--- src/rtl/com4_rx_framer.sv ---
// Receive front end of the 4-byte UART command channel: 8N1 deserialiser, sync-byte
// hunt, payload + XOR checksum collection and atomic commit to DATA0..DATA3.
module com4_rx_framer #(
  parameter int         CLKS_PER_BIT = 104,
  parameter logic [7:0] SYNC_BYTE    = 8'hA5,
  parameter int         TIMEOUT_CLKS = 20000
) (
  input  logic       CLK,
  input  logic       RST,
  input  logic       RX,
  output logic [7:0] DATA0,
  output logic [7:0] DATA1,
  output logic [7:0] DATA2,
  output logic [7:0] DATA3,
  output logic       FRAME_VALID,
  output logic       FRAME_ERR,
  output logic       BUSY
);

  localparam int CNT_W = (CLKS_PER_BIT > 1) ? $clog2(CLKS_PER_BIT) : 1;
  localparam int TMO_W = $clog2(TIMEOUT_CLKS + 1);
  localparam logic [CNT_W-1:0] HALF_LAST = CNT_W'(CLKS_PER_BIT / 2 - 1);
  localparam logic [CNT_W-1:0] BIT_LAST  = CNT_W'(CLKS_PER_BIT - 1);
  localparam logic [TMO_W-1:0] TMO_LIMIT = TMO_W'(TIMEOUT_CLKS);

  typedef enum logic [1:0] {
    RX_IDLE  = 2'd0,
    RX_START = 2'd1,
    RX_DATA  = 2'd2,
    RX_STOP  = 2'd3
  } rx_state_t;

  typedef enum logic [2:0] {
    F_HUNT = 3'd0,
    F_B0   = 3'd1,
    F_B1   = 3'd2,
    F_B2   = 3'd3,
    F_B3   = 3'd4,
    F_CHK  = 3'd5
  } frame_state_t;

  function automatic logic [7:0] frame_checksum(input logic [3:0][7:0] payload);
    frame_checksum = payload[0] ^ payload[1] ^ payload[2] ^ payload[3];
  endfunction

  // Bit receiver state
  logic             rx_meta_r, rx_sync_r;
  rx_state_t        rx_state_r, rx_state_s;
  logic [CNT_W-1:0] bit_cnt_r, bit_cnt_s;
  logic [2:0]       bit_idx_r, bit_idx_s;
  logic [7:0]       shift_r, shift_s;
  logic             byte_strobe_r, byte_strobe_s;
  logic             byte_err_r, byte_err_s;

  // Frame state
  frame_state_t     frame_state_r, frame_state_s;
  logic [3:0][7:0]  shadow_r, shadow_s;
  logic [3:0][7:0]  data_r, data_s;
  logic [TMO_W-1:0] timer_r, timer_s;
  logic             frame_valid_r, frame_valid_s;
  logic             frame_err_r, frame_err_s;
  logic             busy_r, busy_s;
  logic             abort_s;

  // Bit receiver next-state: half-bit start check, then one sample per bit period.
  always_comb begin
    rx_state_s    = rx_state_r;
    bit_cnt_s     = bit_cnt_r;
    bit_idx_s     = bit_idx_r;
    shift_s       = shift_r;
    byte_strobe_s = 1'b0;
    byte_err_s    = 1'b0;
    case (rx_state_r)
      RX_IDLE: begin
        bit_cnt_s = {CNT_W{1'b0}};
        bit_idx_s = 3'd0;
        if (!rx_sync_r) begin
          rx_state_s = RX_START;
        end else begin
          rx_state_s = RX_IDLE;
        end
      end
      RX_START: begin
        if (bit_cnt_r == HALF_LAST) begin
          bit_cnt_s = {CNT_W{1'b0}};
          if (rx_sync_r) begin
            rx_state_s = RX_IDLE;
          end else begin
            rx_state_s = RX_DATA;
          end
        end else begin
          bit_cnt_s = bit_cnt_r + CNT_W'(1);
        end
      end
      RX_DATA: begin
        if (bit_cnt_r == BIT_LAST) begin
          bit_cnt_s = {CNT_W{1'b0}};
          shift_s   = {rx_sync_r, shift_r[7:1]};
          if (bit_idx_r == 3'd7) begin
            rx_state_s = RX_STOP;
          end else begin
            bit_idx_s = bit_idx_r + 3'd1;
          end
        end else begin
          bit_cnt_s = bit_cnt_r + CNT_W'(1);
        end
      end
      RX_STOP: begin
        if (bit_cnt_r == BIT_LAST) begin
          bit_cnt_s  = {CNT_W{1'b0}};
          rx_state_s = RX_IDLE;
          if (rx_sync_r) begin
            byte_strobe_s = 1'b1;
          end else begin
            byte_err_s = 1'b1;
          end
        end else begin
          bit_cnt_s = bit_cnt_r + CNT_W'(1);
        end
      end
      default: begin
        rx_state_s = RX_IDLE;
        bit_cnt_s  = {CNT_W{1'b0}};
      end
    endcase
  end

  // Bit receiver registers, including the two-flop RX synchroniser.
  always_ff @(posedge CLK) begin
    if (RST) begin
      rx_meta_r     <= 1'b1;
      rx_sync_r     <= 1'b1;
      rx_state_r    <= RX_IDLE;
      bit_cnt_r     <= {CNT_W{1'b0}};
      bit_idx_r     <= 3'd0;
      shift_r       <= 8'h00;
      byte_strobe_r <= 1'b0;
      byte_err_r    <= 1'b0;
    end else begin
      rx_meta_r     <= RX;
      rx_sync_r     <= rx_meta_r;
      rx_state_r    <= rx_state_s;
      bit_cnt_r     <= bit_cnt_s;
      bit_idx_r     <= bit_idx_s;
      shift_r       <= shift_s;
      byte_strobe_r <= byte_strobe_s;
      byte_err_r    <= byte_err_s;
    end
  end

  // shift_r holds the received byte from the strobe until the next byte's first data bit.
  always_comb begin
    frame_state_s = frame_state_r;
    shadow_s      = shadow_r;
    data_s        = data_r;
    frame_valid_s = 1'b0;
    frame_err_s   = 1'b0;
    abort_s       = byte_err_r || (timer_r == TMO_LIMIT);
    case (frame_state_r)
      F_HUNT: begin
        if (byte_strobe_r && (shift_r == SYNC_BYTE)) begin
          frame_state_s = F_B0;
        end else begin
          frame_state_s = F_HUNT;
        end
      end
      F_B0: begin
        if (byte_strobe_r) begin
          shadow_s[0]   = shift_r;
          frame_state_s = F_B1;
        end else if (abort_s) begin
          frame_err_s   = 1'b1;
          frame_state_s = F_HUNT;
        end else begin
          frame_state_s = F_B0;
        end
      end
      F_B1: begin
        if (byte_strobe_r) begin
          shadow_s[1]   = shift_r;
          frame_state_s = F_B2;
        end else if (abort_s) begin
          frame_err_s   = 1'b1;
          frame_state_s = F_HUNT;
        end else begin
          frame_state_s = F_B1;
        end
      end
      F_B2: begin
        if (byte_strobe_r) begin
          shadow_s[2]   = shift_r;
          frame_state_s = F_B3;
        end else if (abort_s) begin
          frame_err_s   = 1'b1;
          frame_state_s = F_HUNT;
        end else begin
          frame_state_s = F_B2;
        end
      end
      F_B3: begin
        if (byte_strobe_r) begin
          shadow_s[3]   = shift_r;
          frame_state_s = F_CHK;
        end else if (abort_s) begin
          frame_err_s   = 1'b1;
          frame_state_s = F_HUNT;
        end else begin
          frame_state_s = F_B3;
        end
      end
      F_CHK: begin
        if (byte_strobe_r) begin
          frame_state_s = F_HUNT;
          if (shift_r == frame_checksum(shadow_r)) begin
            data_s        = shadow_r;
            frame_valid_s = 1'b1;
          end else begin
            frame_err_s = 1'b1;
          end
        end else if (abort_s) begin
          frame_err_s   = 1'b1;
          frame_state_s = F_HUNT;
        end else begin
          frame_state_s = F_CHK;
        end
      end
      default: begin
        frame_state_s = F_HUNT;
      end
    endcase

    // Timer counts cycles since the last strobe, the strobe cycle itself being zero.
    if (frame_state_s == F_HUNT) begin
      timer_s = {TMO_W{1'b0}};
    end else if (byte_strobe_r) begin
      timer_s = TMO_W'(1);
    end else begin
      timer_s = timer_r + TMO_W'(1);
    end
    busy_s = (frame_state_s != F_HUNT);
  end

  // Frame registers and registered outputs.
  always_ff @(posedge CLK) begin
    if (RST) begin
      frame_state_r <= F_HUNT;
      shadow_r      <= {4{8'h00}};
      data_r        <= {4{8'h00}};
      timer_r       <= {TMO_W{1'b0}};
      frame_valid_r <= 1'b0;
      frame_err_r   <= 1'b0;
      busy_r        <= 1'b0;
    end else begin
      frame_state_r <= frame_state_s;
      shadow_r      <= shadow_s;
      data_r        <= data_s;
      timer_r       <= timer_s;
      frame_valid_r <= frame_valid_s;
      frame_err_r   <= frame_err_s;
      busy_r        <= busy_s;
    end
  end

  assign DATA0       = data_r[0];
  assign DATA1       = data_r[1];
  assign DATA2       = data_r[2];
  assign DATA3       = data_r[3];
  assign FRAME_VALID = frame_valid_r;
  assign FRAME_ERR   = frame_err_r;
  assign BUSY        = busy_r;

endmodule

--- config.mk ---
export PLATFORM = sky130hd
export DESIGN_NAME = com4_rx_framer
export DESIGN_NICKNAME = d
export VERILOG_FILES = /design/src/rtl/com4_rx_framer.sv
export SDC_FILE = /design/constraint.sdc
export NUM_CORES = 1
export LEC_CHECK = 0
export BUFFER_PORTS_ARGS = -buffer_cell sky130_fd_sc_hd__buf_2
export CAP_MARGIN = 20
export CORE_MARGIN = 1.5
export CORE_UTILIZATION = 30
export CTS_BUF_LIST = sky130_fd_sc_hd__clkbuf_8
export DETAILED_ROUTE_END_ITERATION = 10
export PLACE_DENSITY = 0.47
export SKIP_CTS_REPAIR_TIMING = 1
export SYNTH_ARGS = -nofsm -noshare
export SYNTH_HDL_FRONTEND = slang
export SYNTH_SLANG_ARGS = --single-unit
--- constraint.sdc ---
create_clock -name CLK -period 4.3 [get_ports CLK]
set_input_delay 0.86 -clock CLK [delete_from_list [all_inputs] [get_ports CLK]]
set_output_delay 0.86 -clock CLK [all_outputs]
set_load 0.005 [all_outputs]
== After elaboration in Yosys (flattened, before gate mapping) ==
Index checks and enable logic that the tools add are counted.

* Bits of input ports: 3
* Output and inout port bits: 35
* Register bits after elaboration: 109

* Multiplexer cells: 34
* Add/subtract/negate cells: 3
* Bitwise operators: 7
* Reduce and logical (&&, ||, !) cells: 21
* Equal/unequal tests: 19

{| class="wikitable"
|+ Operator list
! kind !! count
|-
| $mux W3 || 9
|-
| $xor A8 B8 Y8 || 3
|-
| $pmux W7 S3 || 1
|-
| $pmux W3 S6 || 1
|-
| $add A15 B1 Y15 const B || 1
|-
| $eq A15 B15 Y1 const B || 1
|-
| $mux W2 || 7
|-
| $mux W7 || 2
|-
| $mux W1 || 11
|-
| $ne A2 B2 Y1 const B || 5
|-
| $reduce_and A2 Y1 || 5
|-
| $eq A3 B3 Y1 const B || 3
|-
| $reduce_or A3 Y1 || 3
|-
| $eq A8 B8 Y1 || 1
|-
| $eq A8 B8 Y1 const B || 1
|-
| $pmux W2 S4 || 1
|-
| $add A7 B1 Y7 const B || 1
|-
| $eq A7 B6 Y1 const B || 1
|-
| $eq A7 B7 Y1 const B || 1
|-
| $eq A3 B2 Y1 const B || 2
|-
| $logic_not A3 Y1 || 2
|-
| $pmux W3 S2 || 1
|-
| $reduce_and A3 Y1 || 2
|-
| $eq A2 B2 Y1 const B || 2
|-
| other kinds (13) || 17
|}

== Depth between registers and ports, before layout ==
Gate-level depths: netlist of run 1.

* Word-level depth: 7
* Gate-level depth with buffers: 9
* Depth with buffers taken out: 8

== Worst setup path after synthesis of run 1 ==
Ideal clock, no wire load.

* Kind: reg2reg
* Start: register bit_cnt_r[0]
* End: register bit_idx_r[1]
* Buffers on the path: 2
* Cell stages (with the launch flop): 10
* Arrival: 1.966 ns
* Library setup time: 0.065 ns
* Setup slack: 2.269 ns
* Cell sequence: dfxtp_1 -> ha_1 -> nand3_2 -> or4b_1 -> buf_2 -> or3b_1 -> buf_6 -> nor2_2 -> a22oi_1 -> nor2_1

* Longest elaborated chain between the ends: 3

{| class="wikitable"
|+ RTL lines
! element !! line !! source
|-
| start: declaration || 49 || <nowiki>logic [CNT_W-1:0] bit_cnt_r, bit_cnt_s;</nowiki>
|-
| start signal: assignment || 134 || <nowiki>bit_cnt_r <= {CNT_W{1'b0}};</nowiki>
|-
| start signal: assignment || 143 || <nowiki>bit_cnt_r <= bit_cnt_s;</nowiki>
|-
| $eq A7 B7 Y1 || 96 || <nowiki>if (bit_cnt_r == BIT_LAST) begin</nowiki>
|-
| $ne A2 B2 Y1 (no source line) || n/a ||
|-
| $reduce_and A3 Y1 (no source line) || n/a ||
|-
| end signal: assignment || 144 || <nowiki>bit_idx_r <= bit_idx_s;</nowiki>
|-
| end: declaration || 50 || <nowiki>logic [2:0] bit_idx_r, bit_idx_s;</nowiki>
|}

No other way between the ends.
A chain may end at the register's enable or synchronous reset.

== Final worst setup path of run 1 ==
Same ends and word-level chain as after synthesis.

==> results of run 1 <==
==> state kept, by name, summed over array words and instances (netlist names), 7 cells and up, named ones only <==
name and flops:
DATA2 8, DATA3 8, bit_cnt_r 7, shadow_r 32
shift_r 8, DATA0 8, DATA1 8, timer_r 15
==> where the power goes <==
part	total (uW)	leakage, uW	internal (uW)	switching [uW]
clock	739	0.000119	378	361
sequential	1010	0.000878	1010	1.85
combinational	19.5	0.00112	3.49	16.0
==> Yosys cell counts, drive strengths merged, types with 4 or more instances <==
master	n	area (um^2)
a21oi	26	130
a22oi	4	30.0
buf	13	68.8
clkbuf	20	75.1
dfxtp	109	2180
ha	5	62.6
inv	6	22.5
mux2i	56	561
nand2	36	135
nand2b	4	25.0
nand3	21	110
nand4	4	25.0
nor2	93	354
nor3	9	55.1
nor4	4	31.3
o21ai	4	20.0
xnor2	16	140
xnor3	8	180
xor2	19	166
==> cell usage in the layout, fill, tap and decap left out, types with 3 or more instances in the layout <==
master / synthesis / layout
sky130_fd_sc_hd__nand4_1: 4 / 4
sky130_fd_sc_hd__or2_2: 3 / 3
sky130_fd_sc_hd__buf_2: 10 / 38
sky130_fd_sc_hd__ha_1: 5 / 5
sky130_fd_sc_hd__clkbuf_8: 0 / 12
sky130_fd_sc_hd__inv_1: 6 / 6
sky130_fd_sc_hd__nand3_1: 20 / 20
sky130_fd_sc_hd__nand2b_1: 4 / 4
sky130_fd_sc_hd__nand2_1: 36 / 36
sky130_fd_sc_hd__xnor3_1: 8 / 8
sky130_fd_sc_hd__nor4b_1: 3 / 3
sky130_fd_sc_hd__nor3_1: 7 / 7
sky130_fd_sc_hd__xnor2_1: 16 / 16
sky130_fd_sc_hd__nor2b_1: 3 / 3
sky130_fd_sc_hd__nor2_1: 91 / 91
sky130_fd_sc_hd__a21oi_1: 26 / 26
sky130_fd_sc_hd__a22oi_1: 4 / 4
sky130_fd_sc_hd__nor4_1: 3 / 3
sky130_fd_sc_hd__o21ai_0: 4 / 4
sky130_fd_sc_hd__xor2_1: 19 / 19
sky130_fd_sc_hd__dfxtp_1: 109 / 109
sky130_fd_sc_hd__mux2i_1: 56 / 56
==> kinds of logic after synthesis <==
| group | count (synthesis) | synth area share |
|---|---|---|
| XOR/XNOR | 43 | 0.106 |
| flip-flops | 109 | 0.475 |
| adder cells (fa/ha/maj) | 5 | 0.0136 |
| AND/OR/NAND/NOR | 194 | 0.198 |
| multiplexers | 56 | 0.122 |
| AO/OA/AOI/OAI | 39 | 0.0482 |
| buffers and inverters | 39 | 0.0362 |
==> cell type report <==
cell class | instances | share of cell area
Clock buffer | 12 | 0.0322
Clock inverter | 4 | 0.0149
Inverter | 6 | 0.00439
Multi-Input combinational cell | 337 | 0.437
Sequential cell | 109 | 0.425
Tap cell | 188 | 0.0459
Timing Repair Buffer | 40 | 0.0400
==> metal layers <==
metal | up-vias | wire [um] | GRT usage
met2 | 37 | 3900 | 0.176
met5 | - | 0 | 0
met3 | 11 | 233 | 0.0219
li1 | 1658 | - | -
met4 | 0 | 148 | 0.0561
met1 | 1528 | 5090 | 0.178
==> per-stage QoR <==
step,setup WS [ns],util,instance area (um^2)
after global routing,1.80,0.340,5130
after CTS,1.99,0.340,5130
after detailed placement,2.00,0.324,4890
final,2.00,0.340,5130
after global placement,2.06,0.324,4880
after floorplan,2.27,-,4590
==> final timing paths <==
kind / start / endpoint / slack (ns) / cells after the start
setup / recovery: bit_cnt_r[0] / bit_idx_r[1] / 2.00 / 7
hold reg to reg: rx_meta_r / rx_sync_r / 0.41 / 1
setup reg to reg: bit_cnt_r[0] / bit_idx_r[1] / 2.00 / 7
hold / removal: rx_meta_r / rx_sync_r / 0.41 / 1
==> results, run 1 <==
- The buffers plus inverters on the worst setup path is 0.
- Between clock sinks in the finished design, the worst skew comes to 0.0185 ns.
- In the routed design, unresolved DRC markers number 0.
- The antenna diode count is 0.
- The count of buffers added on input and output ports is 37.
- In the final layout, the multi-input gates occupy 2240 um^2.
- The mapped cell area is 4590 um^2.
- After synthesis the netlist holds a flip-flop and latch count of 109.
- The min-delay analysis places its worst path in the category flop to flop.
- The core region is 15,100 um^2.
- The run finished with clean final reports.
- The filler-free cell count of the finished design is 696.
- The delay of the slowest cell on the worst path is 0.63 ns.
- The synthesized design contains 0 enable-type register cells.
- The number of violations of the max-capacitance limit is 0.
- The slowest stage cell on the critical path is sky130_fd_sc_hd__or4b_1.
- The final-report max-slew violation count is 0.
- Global routing finished with a remaining overflow of 0.
- The clock tree from TritonCTS is done.
- The number of antenna violations at the first check in global routing came to 0.
- The worst max-slew margin expressed relative to the limit is 0.346.
- After the first detailed-routing iteration, the DRC count stood at 156.
- After routing, the total negative slack on setup checks comes to 0 ns.
- Timing would allow up to 435 MHz.
- Clock tree synthesis selected as its root buffer the cell sky130_fd_sc_hd__clkbuf_8.
- The number of global-route vias before repair came to 2,937.
- For this run, the total global-route usage over all layers was measured as 0.123.
- 38 I/O pins were placed.
- The required time of the critical path is 4.62 ns.
- The average wire per cell in the routed design is 13.5 um.
- Across the VDD grid, the largest voltage drop is 0.136 mV.
- The power density over the cells is 345 nW/um^2.
- The number of clock buffers inserted by TritonCTS is 9.
- For this run, the post-layout net count is 511.
- The number of nets in the synthesized netlist is 493.
- The depth of the CTS H-tree is 3.
- The count of nets left with antenna violations after detail routing is 0.
- In the synthesized netlist the dominant register cell turns out to be sky130_fd_sc_hd__dfxtp_1.
- The sequential cell area is 2180 um^2.
- The floorplan row count is 45.
- Averaged over all synthesized cells, the footprint is 9.47 um^2.
- For this design the static power due to leakage is 0.00212 uW.
- CTS saw 109 sinks.
- The die is 127 um tall.
- The fraction of final layout cells with drive strength greater than 1 is 0.128.
- Traced cell by cell, the critical path runs through ha_1 > nand3_2 > or4b_1 > or3b_1 > nor2_2 > a22oi_1 > nor2_1.
- Of the available clock period, the critical path in the final layout requires 0.535.
- The setup path with the least slack is of type flop to flop.
- Fill cells in the final layout number 1,555.
- The kind of cell adding the most delay to the critical path is simple AND/OR/NAND/NOR gates.
- After layout, the design draws a total of 1770 uW.
- Detailed routing inserted a total of 3,234 vias.
- The number of synthesis warnings is 0.
- The largest fanout on the critical path is 10.
- The number of library cell types mapped by synthesis is 43.
- Using the TritonRoute via totals, the vias-per-cell ratio works out to 4.65.
- For this run, the register share of the synthesized area comes to 0.475.
- At the pin with the least slew margin, the transition time is 0.976 ns.
- The pre-antenna-repair detailed-routing pass consisted of 4 iterations.
- The largest net degree at the start of global routing is 67.
- Data on the critical path arrives at its endpoint at 2.62 ns.
- The routed wire length is 9380 um.
- Once placement completed, the tool counted placed cells totaling 680.
- The endpoint kind of the worst setup timing path is a flop.
- The area growth from synthesis to layout is 11.7%.
- The synthesized netlist cell count is 485.
- The later pin in the worst-skew pair is clocked with a latency of 0.39 ns.
- The initial utilization of the core area, before any placement, comes to 0.304.
- The routability-driven placement congestion ratio is 0.711.
- The placed wire-length estimate after detailed placement is 6230 um.
- Setup repair after global routing left no endpoint under its margin.
- The count of final hold-check violations is 0.
- The tightest hold path in the finished design has a slack of 0.406 ns.
- Counting along the longest clock path gives a buffer depth of 2.
- The shortest clock period the worst path allows after layout is 2.30 ns.
- Clock-pin slew was measured on the worst setup and hold paths at 0.10 ns.
- The share of flip-flops with an asynchronous set or reset is 0.
- The die outline area is 16,100 um^2.
- Setup violations remaining at the end of the flow were counted as 0.
- The width of the chip is 127 um.
- The worst setup path is launched from a flop.
- The wire length of the first global-routing pass is 15,500 um.
(Power assumes the default switching activity.)
==> run 2, diff against run 1 <==
PLACE_DENSITY = 0.48   (was 0.47)
clock period = 2 ns   (was 4.3 ns; I/O delays follow)
==> run 2 against run 1 <==
  * The flow now finishes with violations (negative setup slack)
  * Core utilization rose by 2.1 points
  * Hold slack got worse by 0.21 ns
  * Critical path depth did not move
  * Combinational power rose by 150%
  * Non-clock buffer count rose by 41
  * Maximum frequency rose by 15%
  * Final cell count rose by 5.9%
  * Critical path type unchanged
==> results, run 2 (same netlist as run 1, synthesis figures left out) <==
- The number of ports placed on the die boundary is 38 (unchanged).
- The number of detailed-route iterations in the first pass came to 4 (unchanged).
- STA classifies the critical path endpoint as a flop.
- The pre-CTS setup slack is -0.0194 ns (-2.02 ns).
- The met3 capacity usage during global routing is 0.0249 (+0.00295).
- The kind of cell adding the most delay to the critical path is XOR/XNOR gates.
- The worst register-to-register path begins at shadow_r[29].
- The combinational fraction of design power is 0.014 (+0.003).
- The largest registers in the layout are shadow_r: 32 flops, timer_r: 15 flops.
- The buffers plus inverters on the worst setup path is 1 (+1).
- In the layout the commonest cells are 105 x sky130_fd_sc_hd__dfxtp_1, 91 x sky130_fd_sc_hd__nor2_1, 56 x sky130_fd_sc_hd__mux2i_1.
- The register name with the most flops is shadow_r.
- The sequential fraction of design power came to 0.627 (+0.055).
- The die outline area is 16,100 um^2 (unchanged).
- The routability-driven placement congestion ratio is 0.774 (+8.9%).
- The number of fill cells in the layout is 1,541 (-0.90%).
- The clock latency of the later-clocked register in the worst-skew pair is 0.38 ns (about the same).
- The antenna diode count is 0 (unchanged).
- The leakage power of the design is 0.00232 uW (+9.8%).
- The depth of the CTS H-tree is 3 (unchanged).
- The floorplan row count came to 45 (unchanged).
- The worst hold path class is input pin to flop.
- The peak supply drop was 0.266 mV (+96%).
- The count of final hold-check violations came to 0 (unchanged).
- The filler-free cell count of the finished design is 737 (+5.9%).
- The required time of the critical path is 2.28 ns (-2.34 ns).
- The number of buffers between clock root and the deepest sink is 2 (unchanged).
- The number of DRC violations after detailed-routing iteration 0 is 168 (+7.7%).
- Setup repair after global routing could not meet its margin everywhere.
- The worst max-slew margin expressed relative to the limit is 0.633 (+0.287).
- The number of antenna violations at the first check in global routing is 0 (unchanged).
- The count of nets left with antenna violations after detail routing is 0 (unchanged).
- The number of violations of the max-capacitance limit came to 0 (unchanged).
- The peak clock frequency supported by timing is 500 MHz (+15%).
- The critical path goes through xnor3_1 > xnor2_1 > nor4_2 > nand4_1 > buf_12 > mux2i_1 > nor2_1.
- The ratio of final minimum period to clock period came to 1.00 (+0.466).
- The power density over the cells is 637 nW/um^2 (+84%).
- The reported net switching power is 804 uW (+110%).
- The final worst clock skew was 0.0106 ns (-0.00793 ns).
- The die boundary height is 127 um (unchanged).
- The actual slew at the worst max-slew pin is 0.551 ns (-0.425 ns).
- The placed wire-length estimate after detailed placement came to 6750 um (+8.3%).
- CTS placed an instance of sky130_fd_sc_hd__clkbuf_8 at the clock tree root.
- The delay of the slowest cell on the worst path is 0.42 ns (-0.21 ns).
- The clock tree from TritonCTS is done.
- The worst-case hold slack is 0.201 ns (-0.205 ns).
- The startpoint of the worst hold path is RX.
- The width of the chip is 127 um (unchanged).
- The number of vias after detailed routing is 3,369 (+4.2%).
- The area growth from synthesis to layout is 18.8%.
- The routed wire length is 9770 um (+4.1%).
- The register clock-pin slew on the reported worst setup and hold paths is 0.10 ns (about the same).
- The global-route track usage on met2 came to 0.197 (+0.0209).
- The clock network fraction of total power was 0.359 (-0.058).
- The internal power consumption is 2670 uW (+92%).
- The number of sinks handled by clock tree synthesis is 109 (unchanged).
- The post-detailed-route via-to-cell ratio is 4.57 (-1.6%).
- The area of the core is 15,100 um^2 (unchanged).
- The shortest clock period the worst path allows after layout is 2.00 ns (-0.298 ns).
- The met1 track utilization from global routing is 0.180 (+0.00157).
- The flip-flop count of the largest register after layout is 32 (unchanged).
- The number of clock buffers inserted by TritonCTS is 9 (unchanged).
- The average wire per cell in the routed design is 13.2 um (-1.7%).
- The switching share of total power is 0.232 (+0.0177).
- The number of global-route vias before repair is 3,195 (+8.8%).
- The busiest layer in global routing is met2.
- The count of buffers inserted at the top-level ports is 37 (unchanged).
- The number of design rule violations left after detail routing is 0 (unchanged).
- The critical path arrival is 2.28 ns (-0.34 ns).
- The kind of critical path is flop to flop.
- The global-route usage over all layers is 0.130 (+0.00724).
- The initial cell density of the core is 0.304 (unchanged).
- The wire length of the first global-routing pass is 16,400 um (+5.6%).
- The worst setup margin was -0.000962 ns (-2.00 ns).
- The final net count is 552 (+8.0%).
- The final reports fail on negative setup slack.
- The slowest stage cell on the critical path is sky130_fd_sc_hd__xnor3_1.
- The largest fanout on the critical path was 32 (+22).
- The remaining global-route overflow was 0 (unchanged).
- The run finished, with violations left.
- Leaving out fill and tap cells, the most frequent cell in the layout is sky130_fd_sc_hd__dfxtp_1.
- The worst setup path is launched from a flop.
- The final-report max-slew violation count is 0 (unchanged).
- The fraction of final layout cells with drive strength greater than 1 is 0.211 (+0.0833).
- The final setup violation count is 2 (+2).
- The critical path startpoint is shadow_r[29].
- The total power is 3470 uW (+96%).
- The largest net degree at the start of global routing is 46 (-31%).
- The count of placed standard cells including taps is 721 (+6.0%).
-- run 2: cell type report --
type                            count  area [um^2]  area share
Clock inverter                      6         40.0     0.00734
Inverter                            6         22.5     0.00413
Tap cell                          188          235      0.0431
Sequential cell                   109         2190       0.401
Clock buffer                       10          138      0.0252
Multi-Input combinational cell    337         2290       0.419
Timing Repair Buffer               81          544      0.0998
-- run 2: path summary, 6_finish.rpt --
kind | endpoint | slack [ns] | cells after the start
max | DATA0[7] | -0.001 | 7
min | rx_meta_r | 0.20 | 2
max reg2reg | DATA0[7] | -0.001 | 7
min reg2reg | rx_sync_r | 0.42 | 1
-- run 2: per-layer routing --
metal	up-vias	wire length, um
li1	1740	-
met1	1566	5110
met2	49	4180
met3	14	300
met4	0	178
met5	-	0
-- run 2: power by group through the flow --
stage / combinational [uW] / sequential, uW / clock [uW]
finish: 47.8 / 2180 / 1250
global route: 54.9 / 2180 / 1380
floorplan: 34.9 / 2220 / 0
CTS: 49.1 / 2180 / 1310
global placement: 48.8 / 2230 / 0
detailed placement: 49.2 / 2230 / 0
-- run 2: metrics by stage --
step                      utilization  setup TNS [ns]  instance area, um^2
after floorplan                     -        -0.00138                 4620
after global placement          0.347               0                 5240
after detailed placement        0.347         -0.0730                 5240
after CTS                       0.359          -0.832                 5420
after global routing            0.361           -2.70                 5450
final                           0.361        -0.00101                 5450
